`config.mk`:
```
export PLATFORM = sky130hd
export DESIGN_NAME = neuron_step_scheduler_flat
export DESIGN_NICKNAME = d
export VERILOG_FILES = /design/src/rtl/neuron_step_scheduler_if.sv /design/src/rtl/neuron_step_scheduler.sv /design/src/flat_wrapper.sv
export SDC_FILE = /design/constraint.sdc
export NUM_CORES = 1
export LEC_CHECK = 0
export ABC_AREA = 1
export ABC_CLOCK_PERIOD_IN_PS = 3970
export BUFFER_PORTS_ARGS = -buffer_cell sky130_fd_sc_hd__buf_2
export CAP_MARGIN = 20
export CORE_MARGIN = 4
export CORE_UTILIZATION = 45
export CTS_CLUSTER_SIZE = 14
export DETAILED_ROUTE_END_ITERATION = 7
export PLACE_DENSITY = 0.72
export SLEW_MARGIN = 0
export SYNTH_ARGS = -nofsm -noshare
export SYNTH_HDL_FRONTEND = slang
export SYNTH_SLANG_ARGS = --single-unit
```
`constraint.sdc`:
```
create_clock -name clk -period 3.97 [get_ports clk]
set_input_delay 0.5955 -clock clk [delete_from_list [all_inputs] [get_ports clk]]
set_output_delay 0.5955 -clock clk [all_outputs]
set_load 0.02 [all_outputs]
```
`src/rtl/neuron_step_scheduler_if.sv`:
```
// Bus bundle between the step scheduler, the memory-mapped neuron bank and the spike event consumer.
// Spike stream: an entry transfers on every rising edge where spike_valid && spike_ready; head fields are stable while valid && !ready.
interface neuron_step_scheduler_if #(
  parameter int NID_W = 2
);
  logic [31:0]      bank_addr;
  logic             bank_write_en;
  logic [31:0]      bank_write_data;
  logic             bank_read_en;
  logic [31:0]      bank_read_data;
  logic             bank_busywait;
  logic             spike_valid;
  logic             spike_ready;
  logic [NID_W-1:0] spike_neuron;
  logic [15:0]      spike_step;

  modport master (
    output bank_addr, bank_write_en, bank_write_data, bank_read_en,
    input  bank_read_data, bank_busywait,
    output spike_valid, spike_neuron, spike_step,
    input  spike_ready
  );

  modport slave (
    input  bank_addr, bank_write_en, bank_write_data, bank_read_en,
    output bank_read_data, bank_busywait,
    input  spike_valid, spike_neuron, spike_step,
    output spike_ready
  );
endinterface

```
`src/rtl/neuron_step_scheduler.sv`:
```
// Per-timestep sequencer for the neuron bank: writes current and control, polls status until idle,
// and queues spike events {neuron, timestep} in a small FIFO for the packetiser.
module neuron_step_scheduler #(
  parameter int          NUM_NEURONS    = 4,
  parameter logic [31:0] BANK_BASE      = 32'h0,
  parameter int          START_DLY      = 2,
  parameter int          TIMEOUT_CYCLES = 64,
  parameter int          FIFO_DEPTH     = 8,
  localparam int         NID_W          = (NUM_NEURONS > 1) ? $clog2(NUM_NEURONS) : 1
) (
  input  logic                      clk,
  input  logic                      rst_n,
  input  logic                      step_start,
  input  logic [32*NUM_NEURONS-1:0] currents_in,
  input  logic [NUM_NEURONS-1:0]    mode_cfg,
  input  logic                      clear_flags,
  output logic                      step_busy,
  output logic                      step_done,
  output logic [15:0]               timestep,
  neuron_step_scheduler_if.master   bus,
  output logic                      fifo_overflow,
  output logic                      timeout_err,
  output logic                      step_missed,
  output logic [2:0]                dbg_state
);
  localparam int DLY_W    = (START_DLY > 1) ? $clog2(START_DLY + 1) : 1;
  localparam int DLY_LOAD = (START_DLY > 0) ? START_DLY - 1 : 0;
  localparam int PC_W     = $clog2(TIMEOUT_CYCLES + 1);
  localparam int AW       = $clog2(FIFO_DEPTH);

  typedef enum logic [2:0] {IDLE, WR_I, WR_CTRL, DLY, POLL, NEXT, DONE} state_t;

  state_t                    state, state_d;
  logic [NID_W-1:0]          n, n_d;
  logic [DLY_W-1:0]          dly_cnt, dly_d;
  logic [PC_W-1:0]           poll_cnt, poll_d;
  logic [32*NUM_NEURONS-1:0] cur_q, cur_src;
  logic [NUM_NEURONS-1:0]    mode_q;
  logic                      push, timeout_hit, we_d, re_d;
  logic [31:0]               addr_d, wdata_d, base_n;
  logic [NID_W+15:0]         mem [FIFO_DEPTH];
  logic [AW:0]               wr_ptr, rd_ptr;
  logic                      full, empty, pop, do_push;
  logic                      unused_rd;

  assign unused_rd = ^bus.bank_read_data[31:2];
  assign step_busy = (state != IDLE) && (state != DONE);
  assign step_done = (state == DONE);
  assign dbg_state = state;

  always_ff @(posedge clk or negedge rst_n) begin
    if (!rst_n) state <= IDLE;
    else        state <= state_d;
  end

  // Bank outputs are derived from the next state, so they are registered yet valid during the state itself.
  always_comb begin
    state_d     = state;
    n_d         = n;
    dly_d       = dly_cnt;
    poll_d      = poll_cnt;
    push        = 1'b0;
    timeout_hit = 1'b0;
    unique case (state)
      IDLE:    if (step_start) begin state_d = WR_I; n_d = '0; end
      WR_I:    if (!bus.bank_busywait) state_d = WR_CTRL;
      WR_CTRL: if (!bus.bank_busywait) begin
        dly_d   = DLY_W'(DLY_LOAD);
        poll_d  = '0;
        state_d = (START_DLY == 0) ? POLL : DLY;
      end
      DLY:     if (dly_cnt == '0) state_d = POLL; else dly_d = dly_cnt - 1'b1;
      POLL:    if (!bus.bank_busywait) begin
        if (!bus.bank_read_data[1]) begin
          push    = bus.bank_read_data[0];
          state_d = NEXT;
        end else if (poll_cnt == PC_W'(TIMEOUT_CYCLES - 1)) begin
          timeout_hit = 1'b1;
          state_d     = NEXT;
        end else begin
          poll_d = poll_cnt + 1'b1;
        end
      end
      NEXT:    if (n == NID_W'(NUM_NEURONS - 1)) state_d = DONE;
               else begin n_d = n + 1'b1; state_d = WR_I; end
      DONE:    state_d = IDLE;
      default: state_d = IDLE;
    endcase

    cur_src = (state == IDLE) ? currents_in : cur_q;
    base_n  = BANK_BASE + (32'(n_d) << 6);
    we_d    = 1'b0;
    re_d    = 1'b0;
    addr_d  = '0;
    wdata_d = '0;
    unique case (state_d)
      WR_I:    begin we_d = 1'b1; addr_d = base_n + 32'h14; wdata_d = cur_src[int'(n_d)*32 +: 32]; end
      WR_CTRL: begin we_d = 1'b1; addr_d = base_n + 32'h18; wdata_d = {29'b0, mode_q[n_d], 1'b0, 1'b1}; end
      POLL:    begin re_d = 1'b1; addr_d = base_n + 32'h1C; end
      default: ;
    endcase
  end

  always_ff @(posedge clk or negedge rst_n) begin
    if (!rst_n) begin
      n                   <= '0;
      dly_cnt             <= '0;
      poll_cnt            <= '0;
      cur_q               <= '0;
      mode_q              <= '0;
      timestep            <= '0;
      bus.bank_addr       <= '0;
      bus.bank_write_en   <= 1'b0;
      bus.bank_write_data <= '0;
      bus.bank_read_en    <= 1'b0;
    end else begin
      n                   <= n_d;
      dly_cnt             <= dly_d;
      poll_cnt            <= poll_d;
      bus.bank_addr       <= addr_d;
      bus.bank_write_en   <= we_d;
      bus.bank_write_data <= wdata_d;
      bus.bank_read_en    <= re_d;
      if (state == IDLE && step_start) begin
        cur_q  <= currents_in;
        mode_q <= mode_cfg;
      end
      if (state == DONE) timestep <= timestep + 16'd1;
    end
  end

  // Set conditions take priority over clear_flags in the same cycle.
  always_ff @(posedge clk or negedge rst_n) begin
    if (!rst_n) begin
      fifo_overflow <= 1'b0;
      timeout_err   <= 1'b0;
      step_missed   <= 1'b0;
    end else begin
      if (push && full && !pop)    fifo_overflow <= 1'b1;
      else if (clear_flags)        fifo_overflow <= 1'b0;
      if (timeout_hit)             timeout_err   <= 1'b1;
      else if (clear_flags)        timeout_err   <= 1'b0;
      if (step_start && step_busy) step_missed   <= 1'b1;
      else if (clear_flags)        step_missed   <= 1'b0;
    end
  end

  assign empty   = (wr_ptr == rd_ptr);
  assign full    = (wr_ptr[AW] != rd_ptr[AW]) && (wr_ptr[AW-1:0] == rd_ptr[AW-1:0]);
  assign pop     = !empty && bus.spike_ready;
  assign do_push = push && (!full || pop);

  always_ff @(posedge clk or negedge rst_n) begin
    if (!rst_n) begin
      wr_ptr <= '0;
      rd_ptr <= '0;
    end else begin
      if (do_push) wr_ptr <= wr_ptr + 1'b1;
      if (pop)     rd_ptr <= rd_ptr + 1'b1;
    end
  end

  always_ff @(posedge clk) begin
    if (do_push) mem[wr_ptr[AW-1:0]] <= {n, timestep};
  end

  assign bus.spike_valid  = !empty;
  assign bus.spike_neuron = empty ? '0 : mem[rd_ptr[AW-1:0]][NID_W+15:16];
  assign bus.spike_step   = empty ? '0 : mem[rd_ptr[AW-1:0]][15:0];
endmodule
```
`src/flat_wrapper.sv`:
```
// flat-port wrapper written by rule: the top's interface ports become plain ports
module neuron_step_scheduler_flat 
#(
  parameter int          NUM_NEURONS    = 4,
  parameter logic [31:0] BANK_BASE      = 32'h0,
  parameter int          START_DLY      = 2,
  parameter int          TIMEOUT_CYCLES = 64,
  parameter int          FIFO_DEPTH     = 8,
  localparam int         NID_W          = (NUM_NEURONS > 1) ? $clog2(NUM_NEURONS) : 1
)
  (clk, rst_n, step_start, currents_in, mode_cfg, clear_flags, step_busy, step_done, timestep, fifo_overflow, timeout_err, step_missed, dbg_state, bus_bank_addr, bus_bank_write_en, bus_bank_write_data, bus_bank_read_en, bus_bank_read_data, bus_bank_busywait, bus_spike_valid, bus_spike_neuron, bus_spike_step, bus_spike_ready);
  neuron_step_scheduler_if bus_i ();
  input  logic clk;
  input  logic rst_n;
  input  logic step_start;
  input  logic [32*NUM_NEURONS-1:0] currents_in;
  input  logic [NUM_NEURONS-1:0] mode_cfg;
  input  logic clear_flags;
  output logic step_busy;
  output logic step_done;
  output logic [15:0] timestep;
  output logic fifo_overflow;
  output logic timeout_err;
  output logic step_missed;
  output logic [2:0] dbg_state;
  output wire logic [$bits(bus_i.bank_addr)-1:0] bus_bank_addr;
  output wire logic [$bits(bus_i.bank_write_en)-1:0] bus_bank_write_en;
  output wire logic [$bits(bus_i.bank_write_data)-1:0] bus_bank_write_data;
  output wire logic [$bits(bus_i.bank_read_en)-1:0] bus_bank_read_en;
  input wire logic [$bits(bus_i.bank_read_data)-1:0] bus_bank_read_data;
  input wire logic [$bits(bus_i.bank_busywait)-1:0] bus_bank_busywait;
  output wire logic [$bits(bus_i.spike_valid)-1:0] bus_spike_valid;
  output wire logic [$bits(bus_i.spike_neuron)-1:0] bus_spike_neuron;
  output wire logic [$bits(bus_i.spike_step)-1:0] bus_spike_step;
  input wire logic [$bits(bus_i.spike_ready)-1:0] bus_spike_ready;
  assign bus_bank_addr = bus_i.bank_addr;
  assign bus_bank_write_en = bus_i.bank_write_en;
  assign bus_bank_write_data = bus_i.bank_write_data;
  assign bus_bank_read_en = bus_i.bank_read_en;
  assign bus_i.bank_read_data = bus_bank_read_data;
  assign bus_i.bank_busywait = bus_bank_busywait;
  assign bus_spike_valid = bus_i.spike_valid;
  assign bus_spike_neuron = bus_i.spike_neuron;
  assign bus_spike_step = bus_i.spike_step;
  assign bus_i.spike_ready = bus_spike_ready;
  neuron_step_scheduler #(.NUM_NEURONS(NUM_NEURONS), .BANK_BASE(BANK_BASE), .START_DLY(START_DLY), .TIMEOUT_CYCLES(TIMEOUT_CYCLES), .FIFO_DEPTH(FIFO_DEPTH)) u_core (.clk(clk), .rst_n(rst_n), .step_start(step_start), .currents_in(currents_in), .mode_cfg(mode_cfg), .clear_flags(clear_flags), .step_busy(step_busy), .step_done(step_done), .timestep(timestep), .bus(bus_i), .fifo_overflow(fifo_overflow), .timeout_err(timeout_err), .step_missed(step_missed), .dbg_state(dbg_state));
endmodule
```
# Word-level counts from Yosys, hierarchy flattened
# Memory sizes are Yosys's and may differ from the RTL's.
# Index checks and enable logic that the tools add are counted.
# totals
regBits	239
latchBits	0
mem_bits_rw	144
rom_bits	0
output_inout_bits	109
word_cells	113
mem_count	1
# memory_table
memory	words	width	read_ports	rd_ports_with_merged_regs	wr	line_no	text
u_core.mem	8	18	1	0	1	neuron_step_scheduler.sv:41	logic [NID_W+15:0] mem [FIFO_DEPTH];
# op_classes
n_addsub	9
n_mul	0
div	0
n_lt_le_gt_ge	1
eq_ne	20
shifts	1
muxes	42
bitwise	0
n_reduce_logical	23
# ops
cell	n
128-bit two-way mux	1
128-bit by 8-bit indexed part select with 32-bit output	1
32-bit case mux with 3 select lines	1
32-bit case mux with 2 select lines	1
7-bit two-way mux	4
8-bit by 5-bit adder with 9-bit output, second input constant	3
3-bit two-way mux	8
3-bit case mux with 6 select lines	1
16-bit by 1-bit adder with 16-bit output, second input constant	1
1-bit two-way mux	16
16-bit two-way mux	1
7-bit case mux with 2 select lines	1
3-bit equality test, second input constant	4
2-bit two-way mux	5
2-bit inequality test, second input constant	5
2-bit nonzero test	5
3-bit by 2-bit equality test with 1-bit output, second input constant	3
4-bit by 1-bit adder with 4-bit output, second input constant	2
1-bit logical AND	8
2-bit case mux with 2 select lines	2
7-bit by 1-bit adder with 7-bit output, second input constant	1
7-bit by 6-bit equality test with 1-bit output, second input constant	1
3-bit by 1-bit equality test with 1-bit output, second input constant	2
5-bit AND reduction	1
16 further kinds	18

# Logic depth before layout (Yosys ltp)
# logic_depth
ltp_word	8
depth_mapped	12
depth_no_buf	11

# Worst setup path after synthesis
# Ideal clock, no wire load.
# synth_timing
path_type	register to register
startpoint	reg u_core.state[0], in the netlist u_core.dbg_state[0]
endpoint	mem u_core.mem[6][0] (netlist bit) (enable)
setup_ns	0.416
arrival_time_ns	2.593
slack_ns	0.961
stages_incl_launch_ff	9
n_path_buf	1
path_cell_list	dfrtp_1 > buf_4 > nor2_8 > nand3_1 > inv_1 > nand3_1 > inv_1 > nand3b_1 > nor3_1
# synth_via
elab_chain_cells	5
# synth_rtl
element	line_no	text
start, declared	neuron_step_scheduler.sv:33	state_t state, state_d;
start signal, assigned	neuron_step_scheduler.sv:53	else state <= state_d;
3-bit equality test	neuron_step_scheduler.sv:64	unique case (state)
1-bit two-way mux	neuron_step_scheduler.sv:64	
1-bit logical AND	neuron_step_scheduler.sv:151	assign do_push = push && (!full || pop);
1-bit two-way mux	neuron_step_scheduler.sv:164	if (do_push) mem[wr_ptr[AW-1:0]] <= {n, timestep};
1-bit two-way mux (implied by the code)	neuron_step_scheduler.sv:164	
end, declared	neuron_step_scheduler.sv:41	
# Every way passes these cells.

# Final worst setup path
# layout_timing
startpoint	reg u_core.rd_ptr[0]
endpoint	out bus_spike_step[15]
# layout_via
elab_chain_cells	2
# layout_rtl
element	line_no	text
start, declared	neuron_step_scheduler.sv:42	logic [AW:0] wr_ptr, rd_ptr;
start signal, assigned	neuron_step_scheduler.sv:159	if (pop) rd_ptr <= rd_ptr + 1'b1;
memory read 8 x 18 bit or 4-bit equality test (tied branches)	--	
16-bit two-way mux *	neuron_step_scheduler.sv:169	assign bus.spike_step = empty ? '0 : mem[rd_ptr[AW-1:0]][15:0];
end, declared	flat_wrapper.sv:34	output wire logic [$bits(bus_i.spike_step)-1:0] bus_spike_step;
# Every way passes the cells marked *; elsewhere a longest branch is shown, timed or not.

==> metrics.csv <==
metric,value,unit
setup_ws,0.544,ns
cp_top_family,buffers and inverters,
core_region_area,36700,um2
leakagePower,8.73,nW
fillCellCount,3305,
switching_share,41.7,%
crit_buf_inv,3,
wire_per_inst,17.5,um
post-cts-setup-buffers,0,
fin_crit_sh,86.3,%
syn_to_final_growth,16.0,%
tightestPinTransition,0.879,ns
intPower,8.86,mW
powerDensity,780,nW/um2
ctsHoldBuffers,0,
netSwitchingPower,6.34,mW
required,3.37,ns
fp.dieH,201,um
max_cap_violations,0,
cts_inserted_buffers,39,
final_common_cell,nand2_1,
ant_nets,0,
first_pass_iters,7,
setup-violations-final,0,
fmax,292,MHz
drive_gt1_share,16.9,%
grt_use_total,22.0,%
gp_congestion,0.857,
final_cell_mix,"nand2_1, o21ai_0, buf_2",
postSynthCellCount,1925,
start_util,45.8,%
status,"finished, final reports clean",
synth_area,16800,um2
htreeDepth,2,
startpoint_type,flip-flop,
drt_wl_total,45600,um
clock_sinks,356,
vias,13700,
dieArea,40500,um2
viasPerCell,5.27,
io_buffers,221,
path_clk_slew,0.06,ns
grt_pass1_vias,13400,
grt_pass1_wl,71800,um
crit_chain,"clkinv_1, buf_12, o21ai_0, o21ai_0, o21ai_0, a31oi_1, buf_2",
pre_cts_ws,1.05,ns
fin_skew,0.0228,ns
p_clk_share,23.1,%
ios,279,
dp_cells,2527,
placementRows,70,
seq_area_frac_synth,57.3,%
antenna_found_initial,31,
timing_hold_violations_final,0,
layoutNonFillerInstCount,2609,
grt_max_degree,189,
ir_worst_vdd,0.658,mV
cpPeakStageDelay,0.61,ns
die_w,201,um
syn_area_per_cell,8.73,um2
totalNegativeSetupSlack,0,ns
finalCriticalPeriod,3.43,ns
synth.distinct_cells,37,
rsz0062_at_grt,false,
crit_type,flip-flop to output port,
hold_class,primary input to async pin,
worstSkewPairLatency,0.54,ns
drt_iter0_markers,972,
relSlewSlack,41.3,%
crit_path_end_kind,output port,
finalMaxSlewViolations,0,
overflow,0,
nets,2276,
cts_tree,done,
remaining_drc_errors,0,
power_frac_comb,43.6,%
ys_warn_count,0,
clockBufferDepth,3,
cp_common_cell,o21ai_0,
cp.arrival,2.83,ns
crit_slowest_cell,clkinv_1,
cts-root-buf,clkbuf_16,
cts_resized,0,
crit_fanout,46,
dpl.hpwl,29300,um
ys_seq_elements,356,
power_frac_seq,33.3,%
[layer usage]
metal / global-route usage [%] / vias up / part of all wire (%)
met4: 7.69 / 38 / 3.4
li1: - / 6633 / -
met5: 0 / - / 0.52
met1: 26.0 / 6562 / 38
met2: 37.3 / 391 / 49
met3: 7.70 / 120 / 8.6
[cells in the mapped netlist]
master,count,area (um2)
clkbuf_1,70,263
nor3_4,1,16.3
o32ai_1,1,8.76
nand3_2,2,20.0
conb_1,1,3.75
nand2_1,403,1510
o31ai_1,1,7.51
buf_6,3,33.8
inv_1,174,653
buf_2,36,180
clkinv_1,4,15.0
nand2_2,3,18.8
o21ai_1,11,55.1
o211ai_1,1,7.51
a21oi_1,35,175
or2_2,30,188
nor2_1,179,672
nand3_1,167,836
edfxtp_1,144,4320
o21a_1,1,7.51
xnor2_1,6,52.6
ha_1,5,62.6
nor3_1,6,30.0
buf_1,3,11.3
a21oi_4,1,16.3
nor2_2,3,18.8
inv_2,3,11.3
nand4_1,12,75.1
xor2_1,17,149
buf_4,30,225
o21ai_0,334,1670
o21ai_2,1,8.76
nor2_8,1,20.0
nand3b_1,5,37.5
a31oi_1,18,113
o22ai_1,1,6.26
dfrtp_1,212,5310
[layout make-up]
| class | count | area (um2) | share of cell area, % |
|---|---|---|---|
| Tap cell | 468 | 586 | 3.00 |
| Antenna cell | 10 | 25.0 | 0.128 |
| Timing Repair Buffer | 251 | 1430 | 7.33 |
| Clock inverter | 17 | 129 | 0.661 |
| Clock buffer | 54 | 1110 | 5.70 |
| Sequential cell | 356 | 9630 | 49.4 |
| Inverter | 181 | 684 | 3.51 |
| Multi-Input combinational cell | 1272 | 5900 | 30.3 |
[power groups by stage]
stage / clock [mW] / sequential (mW) / combinational [mW]
final: 3.51 / 5.07 / 6.63
after global routing: 3.73 / 5.15 / 7.52
after CTS: 3.56 / 5.07 / 6.63
after detailed placement: 0 / 5.13 / 6.59
after global placement: 0 / 5.09 / 6.42
after floorplan: 0 / 5.18 / 4.68
[cells by family (layout without fill, tap and decap cells)]
kind of cell / after synthesis / in the layout / synth area share, %
simple gates: 812 / 812 / 20.5
xor+xnor: 23 / 23 / 1.20
compound gates: 405 / 405 / 12.4
flops: 356 / 356 / 57.3
fa+ha+maj: 5 / 5 / 0.372
other cells: 1 / 37 / 0.0223
buf+inv: 323 / 503 / 8.28
[state kept, by name, indices dropped and copies added, names as in the netlist, 3 cells and up]
signal                      flops
u_core.mem                    144
u_core.cur_q                  128
u_core.bus.bank_write_data     32
u_core.timestep                16
u_core.poll_cnt                 7
u_core.bus.bank_addr            5
u_core.mode_q                   4
u_core.rd_ptr                   4
u_core.wr_ptr                   4
u_core.dbg_state                3
[stage by stage]
step | utilization (%) | power [mW] | cell area, um2 | hold slack, ns
2_1_floorplan | - | 9.86 | 16900 | 0.300
3_3_place_gp | 49.6 | 11.5 | 18200 | 0.461
3_5_place_dp | 49.6 | 11.7 | 18200 | 0.475
4_1_cts | 53.0 | 15.3 | 19500 | 0.157
5_1_grt | 53.1 | 16.4 | 19500 | 0.183
6_report | 53.1 | 15.2 | 19500 | 0.117
[final timing paths]
| check | start | endpoint | slack (ns) | cells past startpoint |
|---|---|---|---|---|
| min | rst_n | u_core.bus.bank_write_data[18] | 0.12 | 1 |
| max reg2reg | u_core.dbg_state[2] | u_core.bus.bank_write_data[20] | 1.43 | 7 |
| min in group clk | currents_in[103] | u_core.cur_q[103] | 0.27 | 3 |
| max in group asynchronous | rst_n | u_core.poll_cnt[4] | 2.87 | 2 |
| min reg2reg | u_core.cur_q[0] | u_core.cur_q[0] | 0.48 | 2 |
| max | u_core.rd_ptr[0] | bus_spike_step[15] | 0.54 | 7 |
(Power assumes the default switching activity.)
